`config.mk`:
```
export PLATFORM = sky130hd
export DESIGN_NAME = sched_epoch_ctrl
export DESIGN_NICKNAME = d
export VERILOG_FILES = /design/src/rtl/sched_epoch_ctrl.sv
export SDC_FILE = /design/constraint.sdc
export NUM_CORES = 1
export LEC_CHECK = 0
export CORE_ASPECT_RATIO = 1.75
export CORE_MARGIN = 2
export CORE_UTILIZATION = 35
export CTS_CLUSTER_SIZE = 30
export DETAILED_ROUTE_END_ITERATION = 12
export PLACE_DENSITY_LB_ADDON = 0.2
export SLEW_MARGIN = 20
export SYNTH_ARGS = -nofsm -noshare
export SYNTH_HDL_FRONTEND = slang
export SYNTH_SLANG_ARGS = --single-unit
```
`constraint.sdc`:
```
create_clock -name clk -period 2.7 [get_ports clk]
set_input_delay 0.675 -clock clk [delete_from_list [all_inputs] [get_ports clk]]
set_output_delay 0.675 -clock clk [all_outputs]
set_load 0.02 [all_outputs]
```
`src/rtl/sched_epoch_ctrl.sv`:
```
// sched_epoch_ctrl: epoch sequencer for the fixed-length switch scheduler.
// Snapshots voq_empty and pulses sched_en once per epoch, captures
// per-ingress grants and times each in-flight packet.
// Ports: clk, reset (async, high), enable, voq_empty[15:0],
//   sched_sel_en[3:0], sched_sel[7:0] -> sched_en, voq_empty_snap[15:0],
//   is_busy[3:0], busy_voq_num[7:0], xmit_en[3:0];
//   stats_clr -> grant_cnt[63:0] (built only with SCHED_EPOCH_STATS_EN).
module sched_epoch_ctrl #(
  parameter int PKT_CYCLES   = 16,
  parameter int EPOCH_CYCLES = 8
) (
  input  logic        clk,
  input  logic        reset,
  input  logic        enable,
  input  logic [15:0] voq_empty,
  input  logic [3:0]  sched_sel_en,
  input  logic [7:0]  sched_sel,
  output logic        sched_en,
  output logic [15:0] voq_empty_snap,
  output logic [3:0]  is_busy,
  output logic [7:0]  busy_voq_num,
  output logic [3:0]  xmit_en,
  input  logic        stats_clr,
  output logic [63:0] grant_cnt
);

  localparam int EW = $clog2(EPOCH_CYCLES);
  localparam int RW = (PKT_CYCLES > 1) ? $clog2(PKT_CYCLES) : 1;
  localparam logic [EW-1:0] EP_LAST  = EW'(EPOCH_CYCLES - 1);
  localparam logic [RW-1:0] REM_LOAD = RW'(PKT_CYCLES - 1);

  logic [EW-1:0] ep;
  logic [RW-1:0] rem [4];
  logic [3:0]    load;

  // ep=0 is the parked/snapshot slot; leaving it starts an epoch,
  // so sched_en is registered high exactly while ep=1.
  always_ff @(posedge clk or posedge reset) begin
    if (reset) begin
      ep             <= '0;
      sched_en       <= 1'b0;
      voq_empty_snap <= '0;
    end else begin
      sched_en <= 1'b0;
      if (ep == '0) begin
        if (enable) begin
          voq_empty_snap <= voq_empty;
          sched_en       <= 1'b1;
          ep             <= EW'(1);
        end
      end else if (ep == EP_LAST) begin
        ep <= '0;
      end else begin
        ep <= ep + EW'(1);
      end
    end
  end

  // A grant starts a new packet unless the port is mid-packet;
  // a grant landing on the last busy cycle chains with no gap.
  always_comb begin
    load = '0;
    for (int i = 0; i < 4; i++)
      load[i] = sched_sel_en[i] & (~is_busy[i] | (rem[i] == '0));
  end

  always_ff @(posedge clk or posedge reset) begin
    if (reset) begin
      is_busy      <= '0;
      busy_voq_num <= '0;
      for (int i = 0; i < 4; i++) rem[i] <= '0;
    end else begin
      for (int i = 0; i < 4; i++) begin
        if (load[i]) begin
          is_busy[i]          <= 1'b1;
          busy_voq_num[2*i+:2] <= sched_sel[2*i+:2];
          rem[i]              <= REM_LOAD;
        end else if (is_busy[i]) begin
          if (rem[i] != '0) rem[i] <= rem[i] - RW'(1);
          else              is_busy[i] <= 1'b0;
        end
      end
    end
  end

  assign xmit_en = is_busy;

`ifdef SCHED_EPOCH_STATS_EN
  logic [15:0] cnt [4];

  always_ff @(posedge clk or posedge reset) begin
    if (reset) begin
      for (int i = 0; i < 4; i++) cnt[i] <= '0;
    end else if (stats_clr) begin
      for (int i = 0; i < 4; i++) cnt[i] <= '0;
    end else begin
      for (int i = 0; i < 4; i++)
        if (load[i] && cnt[i] != 16'hFFFF) cnt[i] <= cnt[i] + 16'd1;
    end
  end

  assign grant_cnt = {cnt[3], cnt[2], cnt[1], cnt[0]};
`else
  logic stats_clr_unused;
  assign stats_clr_unused = stats_clr;
  assign grant_cnt = '0;
`endif

endmodule

```
==> metrics.cfg <==
[outcome]
status = complete, no violations

[routing]
post_drt_wl_per_cell_um = 11.7
routed_wl_um = 4600
top_layer_used = met4
dr_wl_met3_um = 375
dr_wl_met2_um = 2360
vias = 1745
drt-met1-wl_um = 1760
drt_iter0_drc = 71
drcViolationCount = 0
routed_via_density = 4.43
dr.pass1.iters = 4
drt.antenna.violating_nets = 0

[setup_path]
end_kind = primary output
worstPathMaxFanout = 10
cp_top_family = buffers and inverters
worstPathArrival_ns = 1.47
crit_buf_inv = 1
crit_chain = clkdlybuf4s50_1
cpMaxStageDelayCell = clkdlybuf4s50_1
startpoint_type = flop
critical-path-max-stage-delay_ns = 0.67
critical_path_class = reg2out
critPathRequiredTime_ns = 2.03

[cts]
root_buffer = clkbuf_16
clk_pin_slew_worst_paths_ns = 0.07
cts_tree = done
cts_sinks = 48
ctsHoldBuffers = 0
cts_resized = 0
h-tree-depth = 2
clk-insertion-delay-late_ns = 0.29
cts_buffers = 5
clock_path_buffers = 2
post_cts_buffers = 0

[power_and_ir_drop]
power.internal_w = 0.00235
swShare_pct = 36.5
switching_power_w = 0.00135
leakage_nw = 1.58
p_comb_share_pct = 47.2
power_density_nw_per_um2 = 1110
vdd_drop_max_mv = 0.464
clkPwrFrac_pct = 15.9
sequentialPowerShare_pct = 36.9

[final_layout]
area_delta_synth_final_pct = 21.5
antenna_cells = 0
final_nets = 345
drive_above_1_share_pct = 14.4
fill_cells = 740

[yosys]
syn_avg_cell_area_um2 = 11.3
yosysTopAreaCellShare_pct = 43.7
yosysMostFrequentCell = buf_4
synth_flop_cell = dfrtp_1
ys_async_sr_fraction_pct = 100
ys_top_cells_by_area = dfrtp_1 (44%), buf_4 (19%), mux2_2 (5.3%), mux2_4 (4.9%), ha_1 (3.2%)
synth_common_cells = buf_4 (68), dfrtp_1 (48), inv_1 (16)
ys_ff_latch = 48
ys_warn_count = 0
synthesis.area_um2 = 2750
synthDistinctLibCells = 35
syn_inst = 244
yosys.area.top_type = dfrtp_1
synth-edff-count = 0
ys_seq_area_share_pct = 43.7

[sta]
fin_skew_ns = 0.00648
fin_setup_tns_ns = 0
maxSlewViolCount = 0
fin_crit_sh_pct = 79.6
tightest_slew_ns = 0.514
max_freq_mhz = 465
setup_viol = 0
hold_viol = 0
post-route-min-period_ns = 2.15
grt_setup_unrepaired = false
hold_ws_ns = 0.497
max_slew_margin_pct = 65.7

[flow_run]
maxCapViolations = 0

[floorplan]
die_area_um2 = 8610
ioPinCount = 129
core_region_area_um2 = 7570
rows = 42
start_util_pct = 36.3
die_w_um = 71.0
die_y_um = 121

[global_route]
grt_usage_pct = 11.2
grt.overflow.total = 0
grt_max_degree = 28
grt_pass1_vias = 1625
antenna_found_initial = 0
grt_pass1_wl_um = 7640

[hold_path]
min-delay-path-class = reg2reg

[placed_design]
io_buffers = 63
hpwl_um = 3450
gp_congestion = 0.771

## final cells by class
type | count | area (um2) | share of cell area, %
tap | 88 | 110 | 3.30
clock buffer | 6 | 129 | 3.86
timing repair buffer | 64 | 651 | 19.5
clock inverter | 1 | 5.00 | 0.150
multi-input combinational | 171 | 1180 | 35.4
sequential | 48 | 1200 | 36.0
inverter | 16 | 60.1 | 1.80
## path summary, 6_finish.rpt
| check | from | cells past startpoint | end | slack [ns] |
|---|---|---|---|---|
| max | is_busy[2] | 1 | xmit_en[2] | 0.55 |
| min | busy_voq_num[1] | 1 | busy_voq_num[1] | 0.50 |
| max reg2reg | rem[4] | 5 | busy_voq_num[4] | 1.14 |
| min reg2reg | busy_voq_num[1] | 1 | busy_voq_num[1] | 0.50 |
| max in group asynchronous | reset | 3 | voq_empty_snap[6] | 1.43 |
| min in group asynchronous | reset | 2 | voq_empty_snap[13] | 0.74 |
## stage by stage
stage,worst slack (ns),utilization [%],total power [W],cells,area [um2]
finish,0.550,44.1,0.00371,394,3340
global route,0.469,44.1,0.00398,394,3340
detailed placement,0.746,42.4,0.00316,387,3210
global placement,0.746,42.4,0.00311,387,3210
CTS,0.530,44.1,0.00377,394,3340
floorplan,0.881,-,0.00260,307,2990
## power groups by stage
stage	Combinational, W	Sequential (W)	Clock, W
after detailed placement	0.00178	0.00138	0
after CTS	0.00178	0.00137	0.000618
after floorplan	0.00103	0.00157	0
after global routing	0.00191	0.00143	0.000635
after global placement	0.00174	0.00137	0
final	0.00175	0.00137	0.000588
## kinds of logic (layout without fill, tap and decap cells)
kind of cell	count (synthesis)	after routing	share of synthesized area (%)
AO/OA/AOI/OAI	27	27	7.28
other	1	64	0.136
AND/OR/NAND/NOR	43	43	10.7
multiplexers	28	28	12.5
adder cells (fa/ha/maj)	7	7	3.19
flip-flops	48	48	43.7
buffers and inverters	88	87	21.8
XOR/XNOR	2	2	0.637
## cell usage in the layout (no fill, tap or decap), types with 2 or more instances in the layout
| cell type | instances |
|---|---|
| conb_1 | 64 |
| clkdlybuf4s50_1 | 63 |
| dfrtp_1 | 48 |
| inv_1 | 15 |
| mux2_2 | 13 |
| nand2b_1 | 10 |
| mux2_4 | 9 |
| nor3_1 | 8 |
| a211oi_1 | 7 |
| ha_1 | 7 |
| a31oi_1 | 6 |
| nor2_1 | 5 |
| clkbuf_16 | 5 |
| nor3b_2 | 4 |
| mux2i_1 | 4 |
| o21ai_1 | 3 |
| and3_1 | 3 |
| nor4_1 | 3 |
| or3b_4 | 3 |
| nand2_1 | 3 |
| a211oi_2 | 3 |
| xnor2_1 | 2 |
| mux2_1 | 2 |
| o21ai_0 | 2 |
## state kept, by name, indices dropped and copies added, names as in the netlist
name and cells:
sched_en 1, ep 3, rem 16, is_busy 4, voq_empty_snap 16, busy_voq_num 8
## layer usage
metal,vias to the layer above,global-route usage [%]
met1,833,12.1
met3,9,3.16
met4,0,5.90
met2,90,19.5
li1,813,-
met5,-,0
(Power assumes the default switching activity.)
